### config.mk
export PLATFORM = sky130hd
export DESIGN_NAME = debounce_sync
export DESIGN_NICKNAME = d
export VERILOG_FILES = /design/src/rtl/debounce_sync.sv
export SDC_FILE = /design/constraint.sdc
export NUM_CORES = 1
export LEC_CHECK = 0
export BUFFER_PORTS_ARGS = -buffer_cell sky130_fd_sc_hd__buf_2
export CAP_MARGIN = 20
export CORE_MARGIN = 5
export CORE_UTILIZATION = 52
export CTS_CLUSTER_DIAMETER = 120
export DETAILED_ROUTE_END_ITERATION = 16
export GPL_ROUTABILITY_DRIVEN = 0
export PLACE_DENSITY = 0.74
export SLEW_MARGIN = 25
export SYNTH_ARGS = -nofsm -noshare
export SYNTH_HDL_FRONTEND = slang
export SYNTH_SLANG_ARGS = --single-unit
### constraint.sdc
create_clock -name clk -period 2.1 [get_ports clk]
set_input_delay 0.105 -clock clk [delete_from_list [all_inputs] [get_ports clk]]
set_output_delay 0.105 -clock clk [all_outputs]
set_load 0.005 [all_outputs]
### src/rtl/debounce_sync.sv
// Synchronizes an asynchronous level into clk, debounces it with a consecutive-sample
// counter, and produces a clean level, single-cycle rise/fall strobes and a rise counter.
module debounce_sync #(
    parameter int SYNC_STAGES   = 2,
    parameter int STABLE_CYCLES = 4,
    parameter int CNT_W         = 16
) (
    input  logic       clk,
    input  logic       rst,
    input  logic       d_in,
    output logic       level,
    output logic       rise,
    output logic       fall,
    output logic [7:0] rise_cnt
);

    typedef enum logic [1:0] {
        STABLE_LOW  = 2'b00,
        RISING      = 2'b01,
        STABLE_HIGH = 2'b10,
        FALLING     = 2'b11
    } state_t;

    localparam logic [CNT_W-1:0] STABLE_LIM = CNT_W'(STABLE_CYCLES);

    logic [SYNC_STAGES-1:0] sync_q, sync_d;
    state_t                 state_q, state_d;
    logic [CNT_W-1:0]       cnt_q, cnt_d;
    logic [CNT_W-1:0]       cnt_inc;
    logic                   level_q, level_d;
    logic                   rise_q, rise_d;
    logic                   fall_q, fall_d;
    logic [7:0]             rise_cnt_q, rise_cnt_d;
    logic                   s;

    // Plain shift chain; only stage 0 may go metastable, everything else reads s.
    assign sync_d  = {sync_q[SYNC_STAGES-2:0], d_in};
    assign s       = sync_q[SYNC_STAGES-1];
    assign cnt_inc = cnt_q + CNT_W'(1);

    always_comb begin
        state_d    = state_q;
        cnt_d      = cnt_q;
        level_d    = level_q;
        rise_d     = 1'b0;
        fall_d     = 1'b0;
        rise_cnt_d = rise_cnt_q;
        case (state_q)
            STABLE_LOW, RISING: begin
                if (!s) begin
                    state_d = STABLE_LOW;
                    cnt_d   = '0;
                end else if (cnt_inc == STABLE_LIM) begin
                    state_d    = STABLE_HIGH;
                    cnt_d      = '0;
                    level_d    = 1'b1;
                    rise_d     = 1'b1;
                    rise_cnt_d = rise_cnt_q + 8'd1;
                end else begin
                    state_d = RISING;
                    cnt_d   = cnt_inc;
                end
            end
            default: begin
                if (s) begin
                    state_d = STABLE_HIGH;
                    cnt_d   = '0;
                end else if (cnt_inc == STABLE_LIM) begin
                    state_d = STABLE_LOW;
                    cnt_d   = '0;
                    level_d = 1'b0;
                    fall_d  = 1'b1;
                end else begin
                    state_d = FALLING;
                    cnt_d   = cnt_inc;
                end
            end
        endcase
    end

    always_ff @(posedge clk or posedge rst) begin
        if (rst) begin
            sync_q     <= '0;
            state_q    <= STABLE_LOW;
            cnt_q      <= '0;
            level_q    <= 1'b0;
            rise_q     <= 1'b0;
            fall_q     <= 1'b0;
            rise_cnt_q <= 8'd0;
        end else begin
            sync_q     <= sync_d;
            state_q    <= state_d;
            cnt_q      <= cnt_d;
            level_q    <= level_d;
            rise_q     <= rise_d;
            fall_q     <= fall_d;
            rise_cnt_q <= rise_cnt_d;
        end
    end

    assign level    = level_q;
    assign rise     = rise_q;
    assign fall     = fall_q;
    assign rise_cnt = rise_cnt_q;

endmodule
After elaboration in Yosys (flattened, before gate mapping)
Cells that the tools add are included.

cells by class
  add/sub/neg operators = 2
  eq/ne operators = 5
  muxes and demuxes = 19
  reductions and logical operators = 5

operator list
  cell                   number
  $mux 16                4
  $add 16x1->16 const B  1
  $eq 16x3->1 const B    1
  $mux 1                 10
  $mux 2                 5
  $add 8x1->8 const B    1
  $ne 2x2->1 const B     2
  $reduce_and 4->1       1
  $reduce_and 3->1       1
  $eq 2x1->1 const B     1
  $logic_not 2->1        1
  $ne 2x1->1 const B     1
  $reduce_bool 2->1      1
  $reduce_or 2->1        1

storage, ports and cells
  register bits = 31
  input bits = 3
  output and inout bits = 11
  logic and storage cells = 38

Logic depth before layout (Yosys ltp)
  depth after elaboration = 5
  gate-level depth with buffers = 8
  depth with buffers taken out = 7

Worst setup path after synthesis
OpenSTA, ideal clock, no wires.

  kind = register to register
  from = register cnt_q[0]
  to = register rise_cnt_q[1] (netlist: rise_cnt[1])
  arrival time = 1,955 ps
  data required time = 1,973 ps
  setup slack = 18 ps
  stages on the path, launching flop included = 8
  path buffers = 1
  clock period less this slack = 2,082 ps
  path through = dfrtp_1 -> ha_1 -> nand2_1 -> or4_1 -> o22ai_2 -> and4bb_1 -> buf_4 -> mux2_1

between the ends
  cells in the longest elaborated chain, start to end = 3

RTL lines
  what                        RTL line  RTL
  from (decl)                 28        logic [CNT_W-1:0] cnt_q, cnt_d;
  from (signal assigned)      93        cnt_q <= cnt_d;
  $add 16x1->16               39        assign cnt_inc = cnt_q + CNT_W'(1);
  $eq 16x3->1                 53        end else if (cnt_inc == STABLE_LIM) begin
  $reduce_and 3->1 (no line)  -
  to (signal assigned)        97        rise_cnt_q <= rise_cnt_d;
  to (decl)                   33        logic [7:0] rise_cnt_q, rise_cnt_d;

Every way passes these cells.
A chain may end at the register's enable or synchronous reset.

Worst setup path in the final report
  from = register cnt_q[6]
  to = register rise_cnt_q[1] (netlist: rise_cnt[1])

The elaborated chain is that of the path after synthesis.

==> impl_metrics.toml <==
[sta]
period_minus_slack_ns = 2.08
finalCritPeriodShare = 0.990
setup_skew_ns = 0.0143
maxClockFrequency_mhz = 481
hold_violations = 0
finalMaxSlewViolations = 0
tightest_hold_margin_ns = 0.357
rsz0062_at_grt = "yes"
final_count_of_negative_setup_slack_endpoints = 0
max-slew-margin-rel = 0.757
final.setup.tns_ns = 0
post-route-worst-setup-slack_ns = 0.0211
tightest_slew_ns = 0.365

[clocking]
numCtsBuffers = 5
worst_setup_hold_path_clk_slew_ns = 0.10
cts.root.buffer_cell = "sky130_fd_sc_hd__clkbuf_4"
cts_tree = "yes"
clock_latency_ns = 0.33
tritoncts_num_sinks = 30
htreeDepth = 2
clock_tree.buffer_depth = 2

[drt]
detail_route.wl_per_cell_um = 14.5
drt.antenna.violating_nets = 0
wl_met3_um = 89
via_count = 1137
drt-met1-wl_mm = 1.37
initialDrtViolationCount = 22
top_layer = "met4"
detailroute.wirelength.met2_mm = 1.59
via_per_inst = 5.26
drc = 0
final_routed_wirelength_across_all_metal_layers_mm = 3.14
drt_pass1_iterations = 4

[finish]
final_layout_size_suffix_gt1_frac = 0.443
final_core_util = 0.714
layout.cells.most_common_list = "28 x sky130_fd_sc_hd__dfrtp_1, 28 x sky130_fd_sc_hd__buf_4, 17 x sky130_fd_sc_hd__xnor2_1"
fill_cells = 182
antenna_diode_count = 0
syn2layout_area_growth_pct = 32.0
nets = 189

[logic_synthesis]
synth.lib_cells_used.distinct = 35
synth-seq-area-share = 0.508
synth_area_leaders = "sky130_fd_sc_hd__dfrtp_1 51%, sky130_fd_sc_hd__xnor2_1 10%, sky130_fd_sc_hd__nor2_1 3.6%, sky130_fd_sc_hd__xor2_1 3.6%, sky130_fd_sc_hd__nor2_2 3.4%"
ys_ff_latch = 30
synthesis.area_per_instance_um2 = 10.8
synth_warnings = 0
mappedNetlistArea_mm2 = 0.00148
syn-num-nets = 142
syn_inst = 137
yosysTopAreaCellShare = 0.508
yosysTopAreaCell = "sky130_fd_sc_hd__dfrtp_1"

[die]
die-area_mm2 = 0.00401
die_h_um = 63.3
floorplan.initialDensity = 0.541
rows = 19
core_region_area_mm2 = 0.00273
top_level_ports = 14
horizontal_extent_of_the_die_um = 63.3

[power]
vdd_ir_drop_max_v = 0.00106
cellPowerDensity_mw_per_mm2 = 769
reported_leakage_power_nw = 0.904

[flow_run]
drv.max_cap_violation_count = 0

[hold_path]
hp-class = "reg2reg"
min_path_cells = 0

[worst_setup_path]
critPathCaptureType = "flip-flop"
critical_path.cell_chain = "buf_4 > buf_4 > nor4_2 > and4_1 > nand3_1 > and4bb_4 > mux2_4"
critPathSlowestCell = "sky130_fd_sc_hd__dfrtp_1"
timing.critical_path.arrival_ns = 2.29
setup.worst_path.start_class = "flip-flop"
worst_endpoint_required_time_ns = 2.32
critical_path.max_stage_delay_ns = 0.42
crit_top_cell = "sky130_fd_sc_hd__buf_4"
path_class = "reg2reg"
r2r.worst_path.cells = 7
crit_fanout = 8

[grt]
grt_start_max_net_pins = 31
antenna_found_initial = 0
wire_length_of_the_first_global_routing_pass_mm = 5.42
grt_remaining_overflow = 0
first_global_vias = 1235
grt_usage = 0.173

[placement]
hpwl_mm = 2.13
post-place-ws_ns = -0.0697
portBuffers = 13

[outcome]
status = "finished clean"
layout make-up:
cell class | count | area [um^2] | share of cell area
clock buffers | 6 | 51.3 | 0.0263
clock inverters | 2 | 12.5 | 0.00641
repair buffers | 45 | 327 | 0.167
inverters | 4 | 15.0 | 0.00769
multi-input cells | 98 | 754 | 0.387
flip-flops and latches | 30 | 753 | 0.386
well taps | 31 | 38.8 | 0.0199
Yosys cell counts:
library cell / n
sky130_fd_sc_hd__o41ai_1: 1
sky130_fd_sc_hd__dfrtp_1: 30
sky130_fd_sc_hd__and4_4: 1
sky130_fd_sc_hd__and4bb_1: 1
sky130_fd_sc_hd__or2_1: 1
sky130_fd_sc_hd__a31o_2: 1
sky130_fd_sc_hd__nor4_1: 4
sky130_fd_sc_hd__and3_1: 3
sky130_fd_sc_hd__nand4_1: 7
sky130_fd_sc_hd__ha_1: 2
sky130_fd_sc_hd__nand4_4: 1
sky130_fd_sc_hd__or2_2: 1
sky130_fd_sc_hd__nand4_2: 1
sky130_fd_sc_hd__nand2_1: 8
sky130_fd_sc_hd__buf_6: 1
sky130_fd_sc_hd__and3_2: 1
sky130_fd_sc_hd__and4_1: 1
sky130_fd_sc_hd__or4_1: 1
sky130_fd_sc_hd__o31a_2: 1
sky130_fd_sc_hd__nand3b_1: 2
sky130_fd_sc_hd__or4_4: 1
sky130_fd_sc_hd__o22ai_2: 1
sky130_fd_sc_hd__xor2_1: 6
sky130_fd_sc_hd__xnor2_1: 17
sky130_fd_sc_hd__and2_4: 1
sky130_fd_sc_hd__buf_2: 1
sky130_fd_sc_hd__buf_4: 1
sky130_fd_sc_hd__nor2_2: 8
sky130_fd_sc_hd__mux2_1: 1
sky130_fd_sc_hd__o21ai_0: 2
sky130_fd_sc_hd__nor2_1: 14
sky130_fd_sc_hd__nand3_1: 6
sky130_fd_sc_hd__inv_1: 4
sky130_fd_sc_hd__nor3_1: 3
sky130_fd_sc_hd__clkbuf_1: 2
kinds of logic after synthesis:
group / synth area share
fa+ha+maj: 0.0169
buf+inv: 0.0313
compound gates: 0.0338
simple gates: 0.266
xor+xnor: 0.136
mux: 0.00761
flops: 0.508
worst paths after layout:
kind / end / slack (ns) / start
setup / recovery: rise_cnt[1]$_DFFE_PP0P_ / 0.02 / cnt_q[6]$_DFF_PP0_
hold / removal: sync_q[1]$_DFF_PP0_ / 0.36 / sync_q[0]$_DFF_PP0_
setup reg to reg: rise_cnt[1]$_DFFE_PP0P_ / 0.02 / cnt_q[6]$_DFF_PP0_
hold reg to reg: sync_q[1]$_DFF_PP0_ / 0.36 / sync_q[0]$_DFF_PP0_
max in group asynchronous: cnt_q[12]$_DFF_PP0_ / 1.43 / rst
min in group asynchronous: cnt_q[6]$_DFF_PP0_ / 0.38 / rst
critical path, delay by kind of cell, from the launching register on:
kind | cells | cell delay [ns]
buffers and inverters | 2 | 0.27
DFF | 1 | 0.42
muxes | 1 | 0.31
and+or+nand+nor | 4 | 0.96
power by group:
part,total [mW],internal (mW),switching (mW),leakage [nW]
clock network,0.362,0.161,0.201,0.0343
registers,0.711,0.637,0.0744,0.400
logic,0.428,0.223,0.206,0.470
total,1.50,1.02,0.481,0.904
what timing repair did:
| action | in CTS | in global routing |
|---|---|---|
| endpoints found under the hold margin | 31 | 0 |
| setup buffers | 4 | 1 |
| hold buffers | 2 | 0 |
| gates resized for setup | 7 | 11 |
| endpoints found under the setup margin | 6 | 17 |
| pin swaps | 4 | 7 |
registers in the layout (all words and copies together) (netlist names):
register,flops
sync_q,2
fall,1
rise,1
level,1
state_q,1
rise_cnt,8
cnt_q,16
per-layer routing:
layer	track usage	vias to the layer above
li1	-	562
met1	0.192	548
met2	0.283	18
met3	0.0675	9
met4	0.0883	0
met5	0	-
metrics by stage:
| step | cell area, um^2 | std cells | power, mW |
|---|---|---|---|
| final | 1950 | 216 | 1.50 |
| after global routing | 1950 | 216 | 1.59 |
| after CTS | 1890 | 215 | 1.46 |
| after detailed placement | 1750 | 201 | 1.07 |
| after global placement | 1750 | 201 | 1.05 |
| after floorplan | 1480 | 137 | 0.907 |
Note: power is estimated with default switching activity, not from simulation.
